`config.mk`:
```
export PLATFORM = sky130hd
export DESIGN_NAME = acc_stream_51
export DESIGN_NICKNAME = d
export VERILOG_FILES = /design/src/rtl/acc_stream_pkg.sv /design/src/rtl/acc_add_51_13.sv /design/src/rtl/acc_stream_51.sv
export SDC_FILE = /design/constraint.sdc
export NUM_CORES = 1
export LEC_CHECK = 0
export BUFFER_PORTS_ARGS = -buffer_cell sky130_fd_sc_hd__buf_4
export CORE_UTILIZATION = 45
export DETAILED_ROUTE_END_ITERATION = 8
export GPL_ROUTABILITY_DRIVEN = 0
export PLACE_DENSITY = 0.79
export SKIP_CTS_REPAIR_TIMING = 1
export SLEW_MARGIN = 20
export SYNTH_ARGS = -nofsm -noshare
export SYNTH_HDL_FRONTEND = slang
export SYNTH_HIERARCHICAL = 1
export SYNTH_SLANG_ARGS = --single-unit
```
`constraint.sdc`:
```
create_clock -name clk -period 2.6 [get_ports clk]
set_input_delay 0.52 -clock clk [delete_from_list [all_inputs] [get_ports clk]]
set_output_delay 0.52 -clock clk [all_outputs]
set_load 0.02 [all_outputs]
```
`src/rtl/acc_stream_pkg.sv`:
```
// acc_stream_pkg
// Shared definitions for the streaming accumulator slice:
//   - default widths for the accumulator, the addend and the term counter
//   - the controller state encoding
//   - the widened sum type produced by the add stage (one carry bit on top)
// Optional feature macro used by this slice: ACC_STREAM_SAT_EN (see acc_stream_51).
package acc_stream_pkg;

    localparam int ACC_W  = 51;
    localparam int TERM_W = 13;
    localparam int CNT_W  = 8;

    typedef enum logic [1:0] {
        IDLE  = 2'd0,
        ACCUM = 2'd1,
        DONE  = 2'd2
    } state_t;

    // Accumulator width plus one carry bit.
    typedef logic [ACC_W:0] sum_t;

endpackage

```
`src/rtl/acc_add_51_13.sv`:
```
// acc_add_51_13
// Purely combinational add stage: a + zero-extended b, with the carry kept
// as the top bit of the result so the caller can detect wrap-around.
// Ports:
//   a    input  A_W     running accumulator operand
//   b    input  B_W     addend, zero-extended to A_W before the add
//   sum  output A_W+1   full sum, bit A_W is the carry-out of bit A_W-1
module acc_add_51_13 #(
    parameter int A_W = acc_stream_pkg::ACC_W,
    parameter int B_W = acc_stream_pkg::TERM_W
) (
    input  logic [A_W-1:0] a,
    input  logic [B_W-1:0] b,
    output logic [A_W:0]   sum
);

    // Both operands are widened to A_W+1 so the carry lands in the top bit.
    assign sum = {1'b0, a} + {{(A_W + 1 - B_W){1'b0}}, b};

endmodule

```
`src/rtl/acc_stream_51.sv`:
```
// acc_stream_51
// Sequential accumulator. A job is started in IDLE with an initial value and
// a term count; addends are then taken one per handshake and added into the
// running value, and the final value is offered downstream until taken.
// Optional feature: define ACC_STREAM_SAT_EN to clamp the accumulator to all
// ones on carry-out instead of wrapping modulo 2^ACC_W.
// Ports:
//   clk           input   1       rising-edge clock
//   rst           input   1       synchronous active-high reset
//   start         input   1       begin a job (only looked at in IDLE)
//   num_terms     input   CNT_W   addends in the job, captured with start
//   acc_init      input   ACC_W   starting value, captured with start
//   term_valid    input   1       addend present
//   term_data     input   TERM_W  addend
//   term_ready    output  1       addend accepted this cycle if valid
//   res_valid     output  1       result on res_sum/res_overflow
//   res_ready     input   1       downstream takes the result
//   res_sum       output  ACC_W   final accumulator value
//   res_overflow  output  1       a carry-out happened during the job
//   busy          output  1       a job is in progress (state not IDLE)
module acc_stream_51 #(
    parameter int ACC_W  = acc_stream_pkg::ACC_W,
    parameter int TERM_W = acc_stream_pkg::TERM_W,
    parameter int CNT_W  = acc_stream_pkg::CNT_W
) (
    input  logic              clk,
    input  logic              rst,
    input  logic              start,
    input  logic [CNT_W-1:0]  num_terms,
    input  logic [ACC_W-1:0]  acc_init,
    input  logic              term_valid,
    input  logic [TERM_W-1:0] term_data,
    output logic              term_ready,
    output logic              res_valid,
    input  logic              res_ready,
    output logic [ACC_W-1:0]  res_sum,
    output logic              res_overflow,
    output logic              busy
);

    import acc_stream_pkg::*;

    state_t             state;
    logic [ACC_W-1:0]   acc;
    logic [CNT_W-1:0]   remaining;
    logic               ovf;
    logic [ACC_W:0]     sum52;
    logic [ACC_W-1:0]   acc_next;

    acc_add_51_13 #(
        .A_W (ACC_W),
        .B_W (TERM_W)
    ) u_add (
        .a   (acc),
        .b   (term_data),
        .sum (sum52)
    );

    // Value written back on an accepted addend. With saturation, a carry pins
    // the accumulator at all ones; once there, any further nonzero addend
    // carries again, so it stays pinned for the rest of the job.
    always_comb begin
`ifdef ACC_STREAM_SAT_EN
        acc_next = sum52[ACC_W] ? {ACC_W{1'b1}} : sum52[ACC_W-1:0];
`else
        acc_next = sum52[ACC_W-1:0];
`endif
    end

    // Controller and datapath registers.
    // The counter is only decremented while nonzero and the job ends on the
    // acceptance that sees remaining==1, so it cannot underflow even for the
    // largest term count.
    always_ff @(posedge clk) begin
        if (rst) begin
            state     <= IDLE;
            acc       <= '0;
            remaining <= '0;
            ovf       <= 1'b0;
        end else begin
            case (state)
                IDLE: begin
                    if (start) begin
                        acc       <= acc_init;
                        remaining <= num_terms;
                        ovf       <= 1'b0;
                        state     <= (num_terms == '0) ? DONE : ACCUM;
                    end
                end
                ACCUM: begin
                    if (term_valid) begin
                        acc <= acc_next;
                        ovf <= ovf | sum52[ACC_W];
                        if (remaining != '0) begin
                            remaining <= remaining - CNT_W'(1);
                        end
                        if (remaining <= CNT_W'(1)) begin
                            state <= DONE;
                        end
                    end
                end
                DONE: begin
                    if (res_ready) begin
                        state <= IDLE;
                    end
                end
                default: begin
                    state <= IDLE;
                end
            endcase
        end
    end

    // All outputs come straight from registered state, so the result is
    // stable for as long as res_valid is held.
    assign term_ready   = (state == ACCUM);
    assign res_valid    = (state == DONE);
    assign res_sum      = acc;
    assign res_overflow = ovf;
    assign busy         = (state != IDLE);

endmodule

```
Word-level counts from Yosys, hierarchy flattened
Cells that the tools add are included.
- flip-flop bits (word level): 62
- bits of input ports: 77
- output and inout bits: 55
- word-level logic and storage cells: 39
- $add $sub $neg: 2
- order comparisons: 1
- eq/ne operators: 7
- muxes and demuxes: 16
- bitwise operators: 1
- reductions and logical operators: 8
- operator list (kind ; number):
    two-way mux 51 bit ; 2
    case mux 51 bit (2 select lines) ; 1
    adder 51 x 13 -> 52 bit ; 1
    two-way mux 8 bit ; 3
    case mux 8 bit (2 select lines) ; 1
    two-way mux 2 bit ; 5
    <= comparator 8 x 1 -> 1 bit, second input constant ; 1
    logical NOT 8 bit ; 1
    AND reduction 4 bit ; 2
    nonzero test 8 bit ; 1
    subtractor 8 x 1 -> 8 bit, second input constant ; 1
    != test 2 x 1 -> 1 bit, second input constant ; 3
    case mux 2 bit (3 select lines) ; 1
    != test 2 bit, second input constant ; 2
    nonzero test 2 bit ; 2
    AND reduction 3 bit ; 1
    equality test 2 x 1 -> 1 bit, second input constant ; 1
    equality test 2 bit, second input constant ; 1
    logical NOT 2 bit ; 1
    two-way mux 1 bit ; 2
    case mux 1 bit (2 select lines) ; 1
    bitwise OR 1 bit ; 1

Logic depth before layout (Yosys ltp)
- depth in word-level cells: 4
- mapped depth: 11
- mapped depth without buffers: 10

Cells and area by module
The synthesis kept the hierarchy.
- modules (own cells, without submodules) (module ; instances ; cells an instance ; area an instance (um^2) ; seq. area each (um^2)):
    acc_stream_51 ; 1 ; 387 ; 2934.1 ; 1241.2
    acc_add_51_13 ; 1 ; 211 ; 1540.2 ; 0.0

Worst setup path before layout
OpenSTA, ideal clock, no wires.
- path kind: input to register
- start: input term_data[0]
- end: register acc[26] (netlist: res_sum[26])
- library setup time: 91 ps
- arrival time: 2686 ps
- data required time: 2509 ps
- slack: -177 ps
- stages: 11
- buffers on the path: 1
- cell sequence: ha_1 > fa_1 > a21oi_1 > nor2b_2 > a311oi_2 > o31a_1 > buf_6 > nor3_1 > xor2_1 > nand2_1 > a311oi_1
- longest elaborated chain between the ends: 3
- ends and longest elaborated chain (item ; line ; source):
    start, declared ; acc_stream_51.sv:32 ; input logic [TERM_W-1:0] term_data,
    adder 51 x 13 -> 52 bit ; acc_add_51_13.sv:18 ; assign sum = {1'b0, a} + {{(A_W + 1 - B_W){1'b0}}, b};
    via sum52[26] ; acc_stream_51.sv:47 ; logic [ACC_W:0] sum52;
    two-way mux 51 bit ; acc_stream_51.sv:91 ; if (term_valid) begin
    case mux 51 bit (2 select lines) ; acc_stream_51.sv:81 ; case (state)
    end signal, assigned ; acc_stream_51.sv:84 ; acc <= acc_init;
    end signal, assigned ; acc_stream_51.sv:92 ; acc <= acc_next;
    end, declared ; acc_stream_51.sv:44 ; logic [ACC_W-1:0] acc;
The timed path passes the listed nets, and every way through them passes these cells. The select of a mux whose other input is x is not followed.
A chain may end at the register's enable or synchronous reset.

Worst setup path after layout
- start: register acc[3] (netlist: res_sum[3])
- end: register acc[33] (netlist: res_sum[33])
- longest elaborated chain between the ends: 3
- ends and longest elaborated chain (item ; line):
    adder 51 x 13 -> 52 bit ; acc_add_51_13.sv:18
    via sum52[33] ; acc_stream_51.sv:47
    two-way mux 51 bit ; acc_stream_51.sv:91
    case mux 51 bit (2 select lines) ; acc_stream_51.sv:81
The timed path passes the listed nets, and every way through them passes these cells. The select of a mux whose other input is x is not followed.

==> qor.yml <==
yosys:
  synth_edf_count: 0
  avgSynthCellArea_sq_um: 7.48
  ys.warnings.count: 6
  yosys.area.top_type_share_pct: 27.7
  synth_area_sq_mm: 0.00447
  yosysUniqueCellTypes: 59
  netlist_instances: 598
  netlist_top_cells_area: "dfxtp_1 (28%), nand2_1 (11%), a311oi_1 (11%), nor2_1 (6.0%), xor2_1 (5.9%)"
  synth_top_area_cell: "dfxtp_1"
  synth-main-ff-cell: "dfxtp_1"
  yosys_register_bits: 62
  ys_seq_area_share_pct: 27.7
  synth_fp_nets: 692
  synthArstFlopShare_pct: 0
layout:
  n_fill_cell: 815
  layout-drive-gt1-share_pct: 30.8
  area_growth_pct: 37.9
  utilization_pct: 63.7
  antenna_cells: 0
  nets: 838
sta:
  layout_min_cycle_time_ps: 2520
  fin_setup_tns_ps: 0
  rsz0062_at_grt: "true"
  fin_crit_sh_pct: 97.0
  finalHoldViolCount: 0
  drv_slew: 0
  setup_viol: 0
  clock_skew_ps: 12.2
  hold-worst-slack_ps: 428
  relSlewSlack_pct: 51.5
  fmax_mhz: 396
  fin_ws_ps: 77.7
  worst_pin_slew_ps: 728
power:
  p_clk_share_pct: 13.3
  pwr-share-seq_pct: 26.1
  p_leak_nw: 2.66
  p_switching_mw: 3.18
  p_sw_share_pct: 47.6
  ir_worst_vdd_mv: 1.12
  power.density_mw_per_mm2: 1080
  fin_total_pwr_mw: 6.69
  intPower_mw: 3.51
  p_comb_share_pct: 60.7
grt:
  grt-ovfl-total: 0
  grt_pass1_vias: 4527
  use_met1_pct: 32.0
  grt-busiest-layer: "met2"
  grt_max_degree: 64
  antenna_found_initial: 0
  grtUsageTotal_pct: 24.7
  use_met2_pct: 40.8
  gr-usage-met3_pct: 5.11
  grt_pass1_wl_um: 20500
clock_tree:
  clkSinkCount: 62
  cts-root-buf: "clkbuf_8"
  clockBufferDepth: 2
  insertion_delay_ps: 360
  htreeDepth: 3
  clk_pin_slew_ps: 80
  cts_made_buffers: 9
  cts_tree: "done"
placement:
  dpl_worst_slack_ps: -342
  hpwlAfterDp_um: 9250
  portBuffers: 131
routing:
  ant_nets: 0
  wl_um: 12900
  dr.pass1.iters: 5
  vias: 4984
  drt-initial-drc-count: 214
  routed_via_density: 5.65
  drc_errors: 0
  wire_per_inst_um: 14.7
critical_path:
  worst-r2r-cell-count: 10
  critPathCaptureType: "flip-flop"
  critPathMaxStageDelay_ps: 330
  r2r_end: "res_sum[33]"
  rrSetupSlack_ps: 80
  path_buf_inv: 1
  worstSetupPathType: "flip-flop to flip-flop"
  path_max_fanout: 13
  required_ps: 2870
  r2r-start: "res_sum[3]"
  cp-start-kind: "flip-flop"
  cp_slowest_cell: "dfxtp_1"
  worst_path_dominant_cell_family: "compound AO/OA/AOI/OAI gates"
  critPathArrivalTime_ps: 2790
  crit_chain: "ha_1, o21ai_0, nor2_2, a41oi_2, o31a_1, buf_12, nor3_1, xor2_1, nand2_1, a311oi_1"
die:
  row_count: 36
  core_area_sq_mm: 0.00968
  design.die.area_sq_mm: 0.0103
  die_y_um: 102
  die-width_um: 102
  io_pins: 132
  start_util_pct: 46.2
hold_path:
  min-delay-start: "acc_init[29]"
  hold_depth: 3
  hold_path.class: "input pin to flip-flop"
  worstHoldEndpoint: "res_sum[29]"
job:
  max_cap_viol_count: 0
outcome:
  status: "finished, final reports clean"
==> cells by family after synthesis <==
group	share of synthesized area (%)
xor+xnor	9.20
simple gates	32.6
mux	0.224
flops	27.7
compound gates	20.4
buf+inv	5.01
fa+ha+maj	4.92
==> how the worst max path moves through the flow <==
stage / cells past startpoint / to / slack, ps / start
3_3_place_gp: 11 / res_sum[45] / -170 / term_data[2]
5_1_grt: 11 / res_sum[21] / -80 / res_sum[3]
2_1_floorplan: 11 / res_sum[50] / 1 / term_data[0]
4_1_cts: 11 / res_sum[18] / -30 / res_sum[0]
3_5_place_dp: 11 / res_sum[45] / -340 / term_data[2]
6_report: 10 / res_sum[33] / 80 / res_sum[3]
==> power by group through the flow <==
stage	registers, mW	logic (mW)	clock network, mW
2_1_floorplan	2.04	2.19	0
3_3_place_gp	1.73	3.84	0
3_5_place_dp	1.75	3.94	0
4_1_cts	1.73	3.95	0.898
5_1_grt	1.80	4.46	0.945
6_report	1.74	4.05	0.888
==> state kept, by name (all words and copies together), names as in the netlist <==
signal / cells
state: 2
remaining: 8
res_sum: 51
res_overflow: 1
==> worst reg2reg max path, cell delays in order (launching register included) <==
cell      delay [ps]
dfxtp_1          330
ha_1             320
o21ai_0          150
nor2_2           230
a41oi_2          170
o31a_1           300
buf_12           160
nor3_1           230
xor2_1           190
nand2_1           80
a311oi_1         270
==> cells in the final DEF (no fill, tap or decap), types with 5 or more instances in the layout <==
cell type and instances:
a21o_1 5, nor4_2 9, o21ai_0 17, a311oi_1 49
nand2_1 132, dfxtp_1 61, ha_1 14, a311oi_2 5
nand3_1 12, clkbuf_8 10, buf_4 172, nor2_1 71
a21oi_1 14, and3_1 10, nor3_2 7, inv_1 10
nand4_1 16, nor3_1 8, xnor2_1 17, xor2_1 30
==> synth_stat cells (3+ instances only) <==
library cell  number
and4_1             3
dfxtp_1           62
o211ai_1           3
a211oi_1           4
nor3_2             6
a21oi_1           15
xnor2_1           17
and3_1            10
a21o_1             5
xor2_1            30
nor3_1             9
buf_2             14
nor4_1             5
nand2_1          132
a31oi_1            4
nand3_1           12
nand2b_1           4
nor4_2             8
inv_1             10
a311oi_1          54
nand4_1           16
o21ai_0           17
o31a_1             3
nand3b_1           3
nor2_1            72
ha_1              16
clkbuf_1          24
==> final cells by class <==
class	count	area [sq um]	share of cell area, %
repair buffers	176	1370	22.2
clock buffers	11	141	2.29
inverters	11	41.3	0.669
multi-input cells	484	3150	51.0
well taps	133	166	2.70
clock inverters	5	58.8	0.953
flip-flops and latches	62	1240	20.1
==> per-stage QoR <==
step	std cells	area, sq um
2_1_floorplan	598	4520
4_1_cts	881	6070
5_1_grt	882	6170
6_report	882	6170
3_5_place_dp	865	5870
3_3_place_gp	865	5870
==> layer usage <==
metal | vias to the layer above | wire (um) | share of wire [%]
met2 | 181 | 6060 | 47
met1 | 2339 | 5870 | 45
met4 | 0 | 163 | 1.3
met3 | 16 | 835 | 6.5
met5 | - | 0 | 0
li1 | 2448 | - | -
No activity file was read; power rests on OpenSTA's default activity.
